$ cat src/rtl/psg_pkg.sv
// Shared PSG constants: noise tap masks, matching LFSR widths, NF rate encodings and periods.
// Definitions only; no latency, no backpressure.
package psg_pkg;

    localparam int LFSR_BITS_SMS    = 16;
    localparam int LFSR_BITS_SG1000 = 15;
    localparam int LFSR_BITS_TANDY  = 15;

    localparam logic [15:0] TAPS_SMS    = 16'h0009;
    localparam logic [14:0] TAPS_SG1000 = 15'h0003;
    localparam logic [14:0] TAPS_TANDY  = 15'h0011;

    typedef enum logic [1:0] {
        NF_RATE_32   = 2'd0,
        NF_RATE_64   = 2'd1,
        NF_RATE_128  = 2'd2,
        NF_TONE_SYNC = 2'd3
    } nf_e;

    localparam int PERIOD_32  = 32;
    localparam int PERIOD_64  = 64;
    localparam int PERIOD_128 = 128;

    // Smallest counter that can hold PERIOD_128-1.
    localparam int MIN_COUNTER_BITS = 7;

    function automatic int nf_period(input nf_e nf);
        case (nf)
            NF_RATE_32:  return PERIOD_32;
            NF_RATE_64:  return PERIOD_64;
            default:     return PERIOD_128;
        endcase
    endfunction

endpackage

$ cat src/rtl/noise_rate_counter.sv
// Noise rate divider: counts clk_en ticks per NF period, or passes tone_sync through in NF=3.
// shift_req is combinational from the count; no backpressure, cleared by ctrl_we.
module noise_rate_counter
    import psg_pkg::*;
#(
    parameter int COUNTER_BITS = 8
) (
    input  logic       clk,
    input  logic       reset_n,
    input  logic       clk_en,
    input  logic       ctrl_we,
    input  logic [1:0] nf,
    input  logic       tone_sync,
    output logic       shift_req
);

    generate
        if (COUNTER_BITS < MIN_COUNTER_BITS) begin : g_width_check
            $error("noise_rate_counter: COUNTER_BITS too small to hold 127");
        end
    endgenerate

    nf_e                     nf_mode;
    logic                    tone_mode;
    logic [COUNTER_BITS-1:0] count;
    logic [COUNTER_BITS-1:0] last;

    assign nf_mode   = nf_e'(nf);
    assign tone_mode = (nf_mode == NF_TONE_SYNC);
    assign last      = COUNTER_BITS'(nf_period(nf_mode) - 1);
    assign shift_req = tone_mode ? tone_sync : (clk_en && (count == last));

    // Wrap on terminal count only; a shift never restarts the period by itself.
    always_ff @(posedge clk or negedge reset_n) begin
        if (!reset_n) begin
            count <= '0;
        end else if (ctrl_we || tone_mode) begin
            count <= '0;
        end else if (clk_en) begin
            count <= (count == last) ? '0 : count + 1'b1;
        end
    end

endmodule

$ cat src/rtl/noise_lfsr_gen.sv
// PSG noise channel: programmable-tap LFSR clocked by a rate counter or tone sync; out = lfsr[0].
// Write visible next cycle, shift visible one cycle after its request; no backpressure.
module noise_lfsr_gen
    import psg_pkg::*;
#(
    parameter int                   LFSR_BITS    = 16,
    parameter int                   COUNTER_BITS = 8,
    parameter logic [LFSR_BITS-1:0] SEED         = {1'b1, {(LFSR_BITS-1){1'b0}}}
) (
    input  logic                 clk,
    input  logic                 reset_n,
    input  logic                 clk_en,
    input  logic                 ctrl_we,
    input  logic [2:0]           ctrl_wdata,
    input  logic [LFSR_BITS-1:0] tap_mask,
    input  logic                 tone_sync,
    output logic                 out,
    output logic                 shift_pulse,
    output logic [LFSR_BITS-1:0] lfsr_state
);

    logic [2:0]           ctrl_q;
    logic [LFSR_BITS-1:0] lfsr;
    logic [LFSR_BITS-1:0] shifted;
    logic [LFSR_BITS-1:0] lfsr_next;
    logic                 fb;
    logic                 shift_req;
    logic                 do_shift;

    noise_rate_counter #(
        .COUNTER_BITS (COUNTER_BITS)
    ) u_rate (
        .clk       (clk),
        .reset_n   (reset_n),
        .clk_en    (clk_en),
        .ctrl_we   (ctrl_we),
        .nf        (ctrl_q[1:0]),
        .tone_sync (tone_sync),
        .shift_req (shift_req)
    );

    // An all-zero result would lock the LFSR, so it is replaced by SEED.
    always_comb begin
        fb        = ctrl_q[2] ? ^(lfsr & tap_mask) : lfsr[0];
        shifted   = {fb, lfsr[LFSR_BITS-1:1]};
        lfsr_next = (shifted == '0) ? SEED : shifted;
    end

    assign do_shift = shift_req && !ctrl_we;

    always_ff @(posedge clk or negedge reset_n) begin
        if (!reset_n) begin
            ctrl_q      <= 3'b000;
            lfsr        <= SEED;
            shift_pulse <= 1'b0;
        end else begin
            shift_pulse <= do_shift;
            if (ctrl_we) begin
                ctrl_q <= ctrl_wdata;
                lfsr   <= SEED;
            end else if (do_shift) begin
                lfsr <= lfsr_next;
            end
        end
    end

    assign out        = lfsr[0];
    assign lfsr_state = lfsr;

endmodule

$ cat config.mk
export PLATFORM = sky130hd
export DESIGN_NAME = noise_lfsr_gen
export DESIGN_NICKNAME = d
export VERILOG_FILES = /design/src/rtl/psg_pkg.sv /design/src/rtl/noise_rate_counter.sv /design/src/rtl/noise_lfsr_gen.sv
export SDC_FILE = /design/constraint.sdc
export NUM_CORES = 1
export LEC_CHECK = 0
export ABC_CLOCK_PERIOD_IN_PS = 6350
export BUFFER_PORTS_ARGS = -buffer_cell sky130_fd_sc_hd__buf_4
export CAP_MARGIN = 15
export CORE_MARGIN = 5
export CORE_UTILIZATION = 45
export CTS_CLUSTER_DIAMETER = 50
export DETAILED_ROUTE_END_ITERATION = 6
export PLACE_DENSITY = 0.68
export SLEW_MARGIN = 20
export SYNTH_ARGS = -nofsm -noshare
export SYNTH_HDL_FRONTEND = slang
export SYNTH_SLANG_ARGS = --single-unit
export TNS_END_PERCENT = 10
$ cat constraint.sdc
create_clock -name clk -period 6.35 [get_ports clk]
set_input_delay 1.27 -clock clk [delete_from_list [all_inputs] [get_ports clk]]
set_output_delay 1.27 -clock clk [all_outputs]
set_load 0.1 [all_outputs]
==> qor.yml <==
routabilityCongestion: 0.828
dr.pass1.iters: 4
tightest_slew_ps: 356
holdBufCountCts: 0
drt-total-wl_mm: 3.46
max_slew_margin: 0.762
crit_path_cell_trace: "buf_4"
ys_ff_latch: 28
slew_viol_final: 0
overflow: 0
reg2reg_to: "lfsr_state[13]"
dr.max_layer_used: "met4"
grt_pass1_wl_mm: 5.64
drc: 0
die-area_um2: 4740
ir_drop_mv: 0.104
synth_area_per_cell_um2: 9.80
reg2reg_depth: 9
period_minus_slack_ps: 2520
cts_tree: "done"
setup_viol: 0
arrival_ps: 1250
ys_warn_count: 0
core-area_um2: 3340
gr-usage-all-layers: 0.161
die_w_um: 68.8
syn_inst: 159
fin_crit_sh: 0.396
netlist_area_um2: 1560
finClkSkew_ps: 12.4
worstPathMaxFanout: 5
synth_nets: 186
finalNetCount: 228
num_antenna_cells: 0
crit_required_ps: 5080
critPathKind: "reg2out"
cts_buffers: 3
post_cts.repair.setup_buffers: 0
seq_area_frac_synth: 0.451
start_util: 0.467
antenna_found_initial: 0
rows: 21
powerDensity_nw_per_um2: 188
clk_latency_ps: 330
timing.rr.start: "ctrl_q[1]"
synth_async_sr_flop_share: 1.00
cp-start-kind: "flip-flop"
wl_met3_um: 198
hold_class: "reg2reg"
cts_root_buffer: "clkbuf_4"
critPathTopFamily: "flip-flops"
yosys.area.top_type: "dfrtp_1"
crit_slowest_cell: "dfstp_2"
synth_cell_type_count: 29
wl_met2_mm: 1.84
max_freq_ghz: 0.397
drtIter0Drc: 31
synthFlopType: "dfrtp_1"
cp-end-kind: "output port"
dr_total_vias: 1267
wl_per_cell_um: 14.0
grt_max_degree: 29
ios: 42
cp.buffers_inverters: 1
multi_input_comb_area_um2: 816
hold_path_depth: 1
hold_violations: 0
max_stage_delay_ps: 610
via_per_inst: 5.15
seqCellArea_um2: 702
power_mw: 0.365
drive_gt1_frac: 0.270
leakagePower_nw: 0.992
wl_met1_mm: 1.37
h-tree-depth: 1
clock_path_buffers: 2
status: "completed"
grt_pass1_vias: 1254
synthToLayoutAreaGrowth_pct: 24.7
clock-sinks: 28
clkTransAtPathRegs_ps: 150
ctsResizeCount: 0
hold_end: "u_rate.count[3]"
synth.top_cell.area_share: 0.434
antenna_left: 0
hpwlAfterDp_mm: 2.61
portBuffers: 41
rsz0062_at_grt: "false"
synthTopCellsByArea: "dfrtp_1 (43%), mux2i_1 (11%), xnor2_1 (7.9%)"
die_h_um: 68.8
r2r_setup_slack_ps: 4110
cap_violations: 0
fill_cells: 307
synth-edff-count: 0
setup-tns-final_ps: 0
hp-start: "u_rate.count[3]"
## logic make-up after synthesis
family | after synthesis | synth area share
xor+xnor | 21 | 0.118
mux | 20 | 0.131
buf+inv | 5 | 0.0297
fa+ha+maj | 3 | 0.0241
compound gates | 11 | 0.0442
flops | 28 | 0.451
simple gates | 71 | 0.202
## synthesized netlist by cell type, types with 2 or more instances
cell      count
and3_1        2
clkbuf_1      2
dfrtp_1      27
ha_1          3
mux2_2        3
mux2i_1      17
nand2_1      25
nand2b_1      3
nand3_1       5
nor2_1       25
nor3_1        3
nor4_1        3
o21ai_0       6
xnor2_1      14
xor2_1        7
## layer usage
layer  vias to the layer above  global-route usage
met5                         -                   0
met4                         0              0.0657
met3                         4              0.0227
met2                        28               0.305
met1                       619               0.178
li1                        616                   -
## flip-flops by register name, indices dropped and copies added (netlist names)
| signal | cells |
|---|---|
| lfsr_state | 16 |
| u_rate.count | 8 |
| shift_pulse | 1 |
| ctrl_q | 3 |
## area by class of cell
class / instances / area share
clock buffer: 3 / 0.0116
clock inverter: 1 / 0.0155
multi-input combinational: 126 / 0.420
sequential: 28 / 0.361
tap: 46 / 0.0296
timing repair buffer: 42 / 0.162
## layout by cell type (no fill, tap or decap), drive strengths merged
cell type,Yosys,final
o21ai,6,6
nand3,5,5
xnor2,14,14
a31oi,1,1
dfstp,1,1
mux2i,17,17
nor2,25,25
and3,2,2
ha,3,3
xor2,7,7
o31ai,1,1
buf,3,42
bufinv,0,1
dfrtp,27,27
o41ai,1,1
a211o,1,1
nand2,25,25
clkbuf,2,3
mux2,3,3
nor2b,1,1
o21bai,1,1
or2,2,2
nor4,3,3
nand4,1,1
nor3,4,4
nand2b,3,3
## power by group
| part | internal (mW) | total [mW] | leakage [nW] | switching [mW] |
|---|---|---|---|---|
| Combinational | 0.0272 | 0.0616 | 0.585 | 0.0344 |
| Sequential | 0.183 | 0.188 | 0.379 | 0.00507 |
| Clock | 0.0639 | 0.116 | 0.0279 | 0.0521 |
## through the flow
| step | worst slack [ps] | utilization | std cells | hold WS [ps] | area, um2 |
|---|---|---|---|---|---|
| finish | 3830 | 0.582 | 246 | 524 | 1940 |
| global route | 3780 | 0.582 | 246 | 552 | 1940 |
| CTS | 3800 | 0.582 | 246 | 519 | 1940 |
| detailed placement | 3930 | 0.567 | 242 | 493 | 1890 |
| global placement | 3970 | 0.567 | 242 | 488 | 1890 |
| floorplan | 3710 | - | 159 | 460 | 1560 |
## how the worst max path moves through the flow
stage / startpoint / cells past startpoint / to / slack, ps
after global routing: lfsr_state[15] / 1 / lfsr_state[15] / 3780
after detailed placement: ctrl_we / 5 / u_rate.count[5] / 3930
after global placement: tap_mask[3] / 8 / lfsr_state[15] / 3970
after CTS: lfsr_state[15] / 1 / lfsr_state[15] / 3800
final: lfsr_state[15] / 1 / lfsr_state[15] / 3830
after floorplan: lfsr_state[0] / 1 / lfsr_state[0] / 3710
(Power assumes the default switching activity.)
